$ cat config.mk
export PLATFORM = sky130hd
export DESIGN_NAME = mem_port_arbiter_flat
export DESIGN_NICKNAME = d
export VERILOG_FILES = /design/src/rtl/mem_port_arbiter_if.sv /design/src/rtl/mem_port_arbiter.sv /design/src/flat_wrapper.sv
export SDC_FILE = /design/constraint.sdc
export NUM_CORES = 1
export LEC_CHECK = 0
export BUFFER_PORTS_ARGS = -buffer_cell sky130_fd_sc_hd__buf_2
export CORE_AREA = 2 2 143 145
export DETAILED_ROUTE_END_ITERATION = 7
export DIE_AREA = 0 0 145 147
export HOLD_SLACK_MARGIN = 0.15
export PLACE_DENSITY = 0.65
export SYNTH_ARGS = -nofsm -noshare
export SYNTH_HDL_FRONTEND = slang
export SYNTH_SLANG_ARGS = --single-unit
export TNS_END_PERCENT = 5
$ cat constraint.sdc
create_clock -name clk_i -period 1.9 [get_ports clk_i]
set_input_delay 0.38 -clock clk_i [delete_from_list [all_inputs] [get_ports clk_i]]
set_output_delay 0.38 -clock clk_i [all_outputs]
set_load 0.005 [all_outputs]
$ cat src/rtl/mem_port_arbiter_if.sv
// Bundle of the core-side request/response signals and the single-port memory bus
// seen by mem_port_arbiter.
interface mem_port_arbiter_if;
  // Handshake: a requester holds its enable, address and data while mem_wait=1; an
  // access completes in the cycle where mem_req and mem_ack are both 1, and mem_ack may
  // be a combinational function of mem_req. *_rvalid are single-cycle pulses.
  logic        inst_rden;
  logic [31:0] inst_riaddr;
  logic [31:0] inst_roaddr;
  logic        inst_rvalid;
  logic [31:0] inst_rdata;
  logic        data_rden;
  logic [31:0] data_riaddr;
  logic [31:0] data_roaddr;
  logic        data_rvalid;
  logic [31:0] data_rdata;
  logic        data_wren;
  logic [31:0] data_waddr;
  logic [31:0] data_wdata;
  logic        mem_wait;
  logic        mem_req;
  logic        mem_we;
  logic [31:0] mem_addr;
  logic [31:0] mem_wdata;
  logic        mem_ack;
  logic [31:0] mem_rdata;
  logic        mem_err;

  modport master (
    output inst_rden, inst_riaddr, data_rden, data_riaddr,
           data_wren, data_waddr, data_wdata, mem_ack, mem_rdata,
    input  inst_roaddr, inst_rvalid, inst_rdata, data_roaddr, data_rvalid, data_rdata,
           mem_wait, mem_req, mem_we, mem_addr, mem_wdata, mem_err
  );

  modport slave (
    input  inst_rden, inst_riaddr, data_rden, data_riaddr,
           data_wren, data_waddr, data_wdata, mem_ack, mem_rdata,
    output inst_roaddr, inst_rvalid, inst_rdata, data_roaddr, data_rvalid, data_rdata,
           mem_wait, mem_req, mem_we, mem_addr, mem_wdata, mem_err
  );
endinterface

$ cat src/rtl/mem_port_arbiter.sv
// Serialises write > data read > fetch onto one memory port, stalls the core until the
// request set is served and returns tagged read data one cycle after completion.
module mem_port_arbiter #(
  parameter int ACK_TIMEOUT = 256
) (
  input  logic                clk_i,
  input  logic                rst_ni,
  mem_port_arbiter_if.slave   bus,
  output logic [2:0]          dbg_done_o
);
  localparam int CW = $clog2(ACK_TIMEOUT + 1);
  localparam logic [CW-1:0] CNT_MAX = CW'(ACK_TIMEOUT);

  logic          d_w_q, d_r_q, d_i_q, d_w_d, d_r_d, d_i_d;
  logic          pend_w, pend_r, pend_i, any_pend;
  logic          g_w, g_r, g_i, single, ack, last;
  logic          inst_rvalid_q, inst_rvalid_d, data_rvalid_q, data_rvalid_d;
  logic [31:0]   inst_rdata_q, inst_rdata_d, inst_roaddr_q, inst_roaddr_d;
  logic [31:0]   data_rdata_q, data_rdata_d, data_roaddr_q, data_roaddr_d;
  logic [CW-1:0] cnt_q, cnt_d;
  logic          err_q, err_d;

  // Gating with rst_ni keeps every combinational bus output at 0 while reset is held.
  always_comb begin
    pend_w   = rst_ni & bus.data_wren & ~d_w_q;
    pend_r   = rst_ni & bus.data_rden & ~d_r_q;
    pend_i   = rst_ni & bus.inst_rden & ~d_i_q;
    any_pend = pend_w | pend_r | pend_i;
    g_w      = pend_w;
    g_r      = pend_r & ~pend_w;
    g_i      = pend_i & ~pend_w & ~pend_r;
    single   = (g_w & ~pend_r & ~pend_i) | (g_r & ~pend_i) | g_i;
    ack      = bus.mem_ack & any_pend;
    last     = ack & single;
  end

  assign bus.mem_req   = any_pend;
  assign bus.mem_we    = g_w;
  assign bus.mem_addr  = g_w ? bus.data_waddr :
                         g_r ? bus.data_riaddr :
                         g_i ? bus.inst_riaddr : 32'h0;
  assign bus.mem_wdata = g_w ? bus.data_wdata : 32'h0;
  assign bus.mem_wait  = any_pend & ~last;

  always_comb begin
    d_w_d         = d_w_q;
    d_r_d         = d_r_q;
    d_i_d         = d_i_q;
    inst_rdata_d  = inst_rdata_q;
    inst_roaddr_d = inst_roaddr_q;
    data_rdata_d  = data_rdata_q;
    data_roaddr_d = data_roaddr_q;
    cnt_d         = cnt_q;
    err_d         = err_q;
    // A read was served in this set if it is acked now or was marked done earlier.
    inst_rvalid_d = last & (d_i_q | g_i);
    data_rvalid_d = last & (d_r_q | g_r);
    if (last) begin
      d_w_d = 1'b0;
      d_r_d = 1'b0;
      d_i_d = 1'b0;
    end else if (ack) begin
      d_w_d = d_w_q | g_w;
      d_r_d = d_r_q | g_r;
      d_i_d = d_i_q | g_i;
    end
    if (ack & g_r) begin
      data_rdata_d  = bus.mem_rdata;
      data_roaddr_d = bus.data_riaddr;
    end
    if (ack & g_i) begin
      inst_rdata_d  = bus.mem_rdata;
      inst_roaddr_d = bus.inst_riaddr;
    end
    if (any_pend & ~bus.mem_ack) begin
      if (cnt_q != CNT_MAX) cnt_d = cnt_q + 1'b1;
      if (cnt_q == CNT_MAX - 1'b1) err_d = 1'b1;
    end else begin
      cnt_d = '0;
    end
  end

  always_ff @(posedge clk_i or negedge rst_ni) begin
    if (!rst_ni) begin
      d_w_q         <= 1'b0;
      d_r_q         <= 1'b0;
      d_i_q         <= 1'b0;
      inst_rvalid_q <= 1'b0;
      data_rvalid_q <= 1'b0;
      inst_rdata_q  <= 32'h0;
      inst_roaddr_q <= 32'h0;
      data_rdata_q  <= 32'h0;
      data_roaddr_q <= 32'h0;
      cnt_q         <= '0;
      err_q         <= 1'b0;
    end else begin
      d_w_q         <= d_w_d;
      d_r_q         <= d_r_d;
      d_i_q         <= d_i_d;
      inst_rvalid_q <= inst_rvalid_d;
      data_rvalid_q <= data_rvalid_d;
      inst_rdata_q  <= inst_rdata_d;
      inst_roaddr_q <= inst_roaddr_d;
      data_rdata_q  <= data_rdata_d;
      data_roaddr_q <= data_roaddr_d;
      cnt_q         <= cnt_d;
      err_q         <= err_d;
    end
  end

  assign bus.inst_rvalid = inst_rvalid_q;
  assign bus.inst_rdata  = inst_rdata_q;
  assign bus.inst_roaddr = inst_roaddr_q;
  assign bus.data_rvalid = data_rvalid_q;
  assign bus.data_rdata  = data_rdata_q;
  assign bus.data_roaddr = data_roaddr_q;
  assign bus.mem_err     = err_q;
  assign dbg_done_o      = {d_w_q, d_r_q, d_i_q};
endmodule

$ cat src/flat_wrapper.sv
// flat-port wrapper written by rule: the top's interface ports become plain ports
module mem_port_arbiter_flat 
#(
  parameter int ACK_TIMEOUT = 256
)
  (clk_i, rst_ni, dbg_done_o, bus_inst_rden, bus_inst_riaddr, bus_data_rden, bus_data_riaddr, bus_data_wren, bus_data_waddr, bus_data_wdata, bus_mem_ack, bus_mem_rdata, bus_inst_roaddr, bus_inst_rvalid, bus_inst_rdata, bus_data_roaddr, bus_data_rvalid, bus_data_rdata, bus_mem_wait, bus_mem_req, bus_mem_we, bus_mem_addr, bus_mem_wdata, bus_mem_err);
  mem_port_arbiter_if bus_i ();
  input  logic clk_i;
  input  logic rst_ni;
  output logic [2:0] dbg_done_o;
  input wire logic [$bits(bus_i.inst_rden)-1:0] bus_inst_rden;
  input wire logic [$bits(bus_i.inst_riaddr)-1:0] bus_inst_riaddr;
  input wire logic [$bits(bus_i.data_rden)-1:0] bus_data_rden;
  input wire logic [$bits(bus_i.data_riaddr)-1:0] bus_data_riaddr;
  input wire logic [$bits(bus_i.data_wren)-1:0] bus_data_wren;
  input wire logic [$bits(bus_i.data_waddr)-1:0] bus_data_waddr;
  input wire logic [$bits(bus_i.data_wdata)-1:0] bus_data_wdata;
  input wire logic [$bits(bus_i.mem_ack)-1:0] bus_mem_ack;
  input wire logic [$bits(bus_i.mem_rdata)-1:0] bus_mem_rdata;
  output wire logic [$bits(bus_i.inst_roaddr)-1:0] bus_inst_roaddr;
  output wire logic [$bits(bus_i.inst_rvalid)-1:0] bus_inst_rvalid;
  output wire logic [$bits(bus_i.inst_rdata)-1:0] bus_inst_rdata;
  output wire logic [$bits(bus_i.data_roaddr)-1:0] bus_data_roaddr;
  output wire logic [$bits(bus_i.data_rvalid)-1:0] bus_data_rvalid;
  output wire logic [$bits(bus_i.data_rdata)-1:0] bus_data_rdata;
  output wire logic [$bits(bus_i.mem_wait)-1:0] bus_mem_wait;
  output wire logic [$bits(bus_i.mem_req)-1:0] bus_mem_req;
  output wire logic [$bits(bus_i.mem_we)-1:0] bus_mem_we;
  output wire logic [$bits(bus_i.mem_addr)-1:0] bus_mem_addr;
  output wire logic [$bits(bus_i.mem_wdata)-1:0] bus_mem_wdata;
  output wire logic [$bits(bus_i.mem_err)-1:0] bus_mem_err;
  assign bus_i.inst_rden = bus_inst_rden;
  assign bus_i.inst_riaddr = bus_inst_riaddr;
  assign bus_i.data_rden = bus_data_rden;
  assign bus_i.data_riaddr = bus_data_riaddr;
  assign bus_i.data_wren = bus_data_wren;
  assign bus_i.data_waddr = bus_data_waddr;
  assign bus_i.data_wdata = bus_data_wdata;
  assign bus_i.mem_ack = bus_mem_ack;
  assign bus_i.mem_rdata = bus_mem_rdata;
  assign bus_inst_roaddr = bus_i.inst_roaddr;
  assign bus_inst_rvalid = bus_i.inst_rvalid;
  assign bus_inst_rdata = bus_i.inst_rdata;
  assign bus_data_roaddr = bus_i.data_roaddr;
  assign bus_data_rvalid = bus_i.data_rvalid;
  assign bus_data_rdata = bus_i.data_rdata;
  assign bus_mem_wait = bus_i.mem_wait;
  assign bus_mem_req = bus_i.mem_req;
  assign bus_mem_we = bus_i.mem_we;
  assign bus_mem_addr = bus_i.mem_addr;
  assign bus_mem_wdata = bus_i.mem_wdata;
  assign bus_mem_err = bus_i.mem_err;
  mem_port_arbiter #(.ACK_TIMEOUT(ACK_TIMEOUT)) u_core (.clk_i(clk_i), .rst_ni(rst_ni), .bus(bus_i), .dbg_done_o(dbg_done_o));
endmodule
[Yosys cells after proc, flatten, opt, wreduce, memory -nomap -nowiden]
Index checks and enable logic that the tools add are counted.
Widths: inputs -> output; s select.
Operators by class
  magnitude comparators: 0
  divide/modulo/power cells: 0
  reduce and logical (&&, ||, !) cells: 2
  mux-type cells: 12
  add/sub/neg operators: 1
  multipliers: 0
  shift operators: 0
  bitwise operators: 35
  equality and inequality tests: 3
Operator list (count)
  $mux 32: 4
  $and 1x1->1: 20
  $mux 9: 2
  $add 9x1->9 const B: 1
  $eq 9x8->1 const B: 1
  $ne 9x9->1 const B: 1
  $not 1->1: 8
  $or 1x1->1: 7
  $mux 1: 6
  $ne 2x2->1 const B: 1
  $reduce_and 2->1: 1
  $reduce_bool 2->1: 1
Word-level totals
  memories: 0
  word-level logic and storage cells: 64
  input bits: 166
  memory bits (read-only): 0
  register bits: 143
  output and inout bits: 201
  memory bits (writable): 0
  bits in latches: 0

[Longest topological paths before layout]
  word-level depth: 10
  mapped depth: 7
  mapped depth without buffers: 6

[Worst setup path before layout]
Ideal clock, no wire load.
  path type: input-to-output
  start point: input port rst_ni
  end point: output port bus_mem_addr[10]
  cell stages on the path: 6
  slack: 57 ps
  arrival: 1463 ps
  buffers on the path: 2
  required time: 1520 ps
  cell sequence: buf_2 inv_1 nor3_1 buf_2 a221oi_1 nor2_1
On the way
  word-level cells in the longest chain between the ends: 8
  elaborated cells on any way between the ends: 14
  those cells by class: 3 x mux; 11 x bitwise
RTL lines
  start: declaration: line flat_wrapper.sv:9  | input logic rst_ni;
  $and 1x1->1 (2 in series): line mem_port_arbiter.sv:25  | pend_w = rst_ni & bus.data_wren & ~d_w_q;
  $not 1->1: line mem_port_arbiter.sv:30, mem_port_arbiter.sv:31
  $and 1x1->1 (2 in series): line mem_port_arbiter.sv:31  | g_i = pend_i & ~pend_w & ~pend_r;
  $mux 32: line mem_port_arbiter.sv:41  | g_i ? bus.inst_riaddr : 32'h0;
  $mux 32: line mem_port_arbiter.sv:40  | g_r ? bus.data_riaddr :
  $mux 32 *: line mem_port_arbiter.sv:39  | assign bus.mem_addr = g_w ? bus.data_waddr :
  end: declaration: line flat_wrapper.sv:29  | output wire logic [$bits(bus_i.mem_addr)-1:0] bus_mem_addr;
Every way passes the cells marked *; elsewhere a longest branch is shown, timed or not.

[Worst setup path after layout]
  start point: register u_core.d_i_q
  end point: output port bus_mem_addr[28]
On the way
  word-level cells in the longest chain between the ends: 7
RTL lines
  start: declaration: line mem_port_arbiter.sv:14  | logic d_w_q, d_r_q, d_i_q, d_w_d, d_r_d, d_i_d;
  start signal: assignment: line mem_port_arbiter.sv:99  | d_i_q <= d_i_d;
  $not 1->1: line mem_port_arbiter.sv:27  | pend_i = rst_ni & bus.inst_rden & ~d_i_q;
  $and 1x1->1: line mem_port_arbiter.sv:27
  $and 1x1->1 (2 in series): line mem_port_arbiter.sv:31
  $mux 32: line mem_port_arbiter.sv:41
  $mux 32: line mem_port_arbiter.sv:40
  $mux 32: line mem_port_arbiter.sv:39
No other way between the ends.

==> reports/results.txt <==
The flow ran to the end, but the final reports show violations. The final reports fail on negative setup slack. The final weighted congestion in routability-driven placement was 0.877; the number of placed instances, taps included was 1142. The share of synthesized area in the top cell type comes to 54.8%. The critical path launch point type was a flop. The critical path is of the flop to primary output type.

For this run, the detailed router's first-pass iteration total came to 5. The core region is 19800 sq um. Cell with the largest stage delay on the worst path: dfrtp_1. After floorplanning, the core was divided into 52 placement rows. Number of flip-flops and latches in the synthesized netlist: 143. The top cell types in the final layout, fill and taps aside, are buf_2, dfrtp_1, mux2_2. For the half-perimeter wire length of the detailed placement result, the log shows 15400 um.

The number of antenna violations at the first check in global routing is 2. Wire segments on met2 add up to 10300 um in the final route. Summing the sequential cell areas from Yosys gives 54.8% of the chip area.

The biggest area contributor in the post-synthesis netlist is dfrtp_1. The routed layout has 5636 vias. Of all nets on the critical path, the largest fanout is 20.

Static leakage: 0.00504 uW. For this configuration, the core starts out at a cell density of 32.9%. The net count after synthesis came out at 682.

The routed via count divided by cell count came out at 4.76. The count of cells in the finished layout, fillers not included, comes to 1183. In this run the power spent charging and discharging nets is 4290 uW. The die is 147 um tall. Sorting the synthesized cells by area gives the leading types as dfrtp_1, mux2_2, nor2_1. TritonCTS built the clock tree. Walking the worst path, the cells encountered are nand2b_4 -> nor3_4 -> buf_12 -> a221oi_1 -> nor2_1 -> buf_2.

Of the cells placed in the final design, the portion with a size suffix greater than 1 is 64.8%. The max-cap check violation count was 0; the share of the clock period used by the worst path after layout was 115%. The run gives 0 as the final hold violation count. Adding up every negative setup slack in the final design gives -7.27 ns. In this run the worst hold path is classified as input pin to flop. The final worst clock skew was 0.00727 ns; the internal power summed over all cells was 9210 uW. The areal power density over the cells came out at 1390 nW/um^2.

The wire length on met1 is 8430 um, and the cell count after synthesis is 513. The run gives 4 as the maximum level of the CTS H-tree. Setup repair after global routing could not meet its margin everywhere. The number of max-slew violations in the final report was 0. Setup violations remaining at the end of the flow were counted as 43.

After the last flow step, the layout net total stands at 1067. The count of different cell masters after synthesis is 36. In this run the top signal layer used is met4. The worst setup margin was -0.290 ns; the number of buffers between clock root and the deepest sink was 2.

The run gives 367 as the total I/O pin count. The die covers 21300 sq um. Highest ir drop seen on vdd: 0.691 mV. In the detailed route, the total length drawn on met3 is 1490 um. Counting the fill cells in the layout gives 1810.

The first-pass GRT wire length was 31900 um. The layout overhead on the synthesized area works out to 48.8%. The cell chosen for the clock root was clkbuf_16. During placement, the flow inserted port buffers numbering 366. The run gives 0 as the count of warnings emitted by yosys. The worst setup path is captured at a primary output. The number of global-route vias before repair was 5614.

Net switching is 31.8% of the power. The total overflow left after global routing is 0. The number of nets still failing antenna checks after routing was 0; the power share of the combinational group was 36.3%.

For the remaining design rule violation count, the log shows 0. CTS saw 143 sinks. The transition time at the pin with the least slew margin works out to 0.966 ns. The leading cell type in the layout, fill and taps excluded was buf_2.

The mean area per synthesized cell is 12.7 sq um. For this run, the total global-route usage over all layers was measured as 19.1%. The fraction of power consumed by the clock network is 25.9%. The chip width is 145 um, and the post-synthesis cell area is 6530 sq um. The logs give 0.42 ns for the insertion delay to the later sink of the worst-skew pair and 76 for the maximum number of pins on one net before global-route repair. The post-CTS clock slew at the launch and capture registers of the worst setup and hold paths is 0.07 ns.

The relative max-transition margin is 35.6%, and the largest incremental delay on the critical path is 0.37 ns. The number of buffers inserted during clock tree synthesis is 17, and the critical path required time is 1.52 ns. The top achievable clock speed came out at 457 MHz. For this block, the initial DRC count from the detailed router was 263.

The post-route minimum period is 2.19 ns. Summed over all layers, the routed wires come to 20700 um. The share of total power dissipated in sequential elements is 37.7%. The arrival time of data at the critical path endpoint came out at 1.81 ns. In the final routed layout, each cell accounts on average for 17.5 um.
-- stage by stage --
stage               hold slack [ns]  util [%]  area [sq um]  setup WS [ns]  power [uW]
finish                        0.183      49.0          9720         -0.290       13500
global route                  0.168      49.0          9720         -0.376       14300
CTS                           0.155      48.3          9580         -0.285       13600
detailed placement            0.324      44.2          8770        -0.0501        9860
global placement              0.325      44.2          8770        -0.0290        9750
floorplan                    0.0844         -          6530         0.0570        7330
-- state kept, by name (all words and copies together), names as in the netlist --
name                    cells
u_core.d_w_q                1
u_core.cnt_q                9
u_core.d_i_q                1
u_core.bus.inst_rdata      32
u_core.bus.data_roaddr     32
u_core.bus.mem_err          1
u_core.d_r_q                1
u_core.bus.data_rdata      32
u_core.bus.inst_rvalid      1
u_core.bus.inst_roaddr     32
u_core.bus.data_rvalid      1
-- area by class of cell --
type	instances	area, sq um	area share [%]
diodes	2	5.00	0.0515
clock buffers	17	425	4.38
clock inverters	15	190	1.96
inverters	7	26.3	0.270
multi-input cells	325	2890	29.7
flip-flops and latches	143	3580	36.8
well taps	270	338	3.48
repair buffers	404	2260	23.3
-- worst max-delay path, delay by kind of cell (launching register included) --
family / cells / cell delay (ns)
buffers and inverters: 2 / 0.35
and+or+nand+nor: 3 / 0.54
DFF: 1 / 0.37
AOI/OAI and AO/OA: 1 / 0.11
-- logic make-up (layout without fill, tap and decap cells) --
group | Yosys count | count (layout) | synth area share, %
xor+xnor | 9 | 9 | 1.21
fa+ha+maj | 3 | 3 | 0.575
other cells | 0 | 2 | 0
mux | 129 | 129 | 22.8
buf+inv | 45 | 443 | 4.48
simple gates | 136 | 136 | 10.4
flops | 143 | 143 | 54.8
compound gates | 48 | 48 | 5.77
-- synthesized netlist by cell type, drive strengths merged --
master / n
nand2b: 4
o21bai: 1
buf: 23
ha: 3
nor2b: 3
nor3: 4
xnor2: 7
nor4: 1
mux2i: 1
mux2: 128
nand2: 4
a21oi: 5
o31ai: 1
xor2: 2
o21ai: 5
nor2: 80
a221oi: 33
and3: 35
nand3: 2
inv: 7
a31oi: 1
a22oi: 1
nand4: 2
nand3b: 1
clkbuf: 15
dfrtp: 143
a211o: 1
-- path summary, 6_finish.rpt --
kind,slack (ns),endpoint,from,cells after the start
setup reg to reg,0.08,u_core.bus.data_roaddr[23],u_core.d_w_q,6
hold / removal,0.18,u_core.bus.inst_rdata[11],bus_mem_rdata[11],2
hold reg to reg,0.48,u_core.bus.mem_err,u_core.bus.mem_err,1
min in group asynchronous,0.26,u_core.cnt_q[2],rst_ni,3
max in group asynchronous,0.67,u_core.d_i_q,rst_ni,4
setup / recovery,-0.29,bus_mem_addr[28],u_core.d_i_q,6
-- layer usage --
layer	up-vias	GRT usage, %
met5	-	0
met4	0	7.33
met3	33	6.02
met1	2735	23.3
met2	259	31.9
li1	2609	-
-- power groups by stage --
stage | clock (uW) | combinational [uW] | sequential, uW
finish | 3500 | 4910 | 5100
global route | 3730 | 5310 | 5290
CTS | 3610 | 4850 | 5100
detailed placement | 0 | 4720 | 5140
global placement | 0 | 4670 | 5080
floorplan | 0 | 2050 | 5270
-- repair_timing --
item	in CTS	in global routing
pin swaps	25	12
endpoints found under the setup margin	67	123
buffers inserted	3	1
hold endpoints to repair	17	0
hold buffers	3	0
resized for setup	28	27
Note: power is estimated with default switching activity, not from simulation.
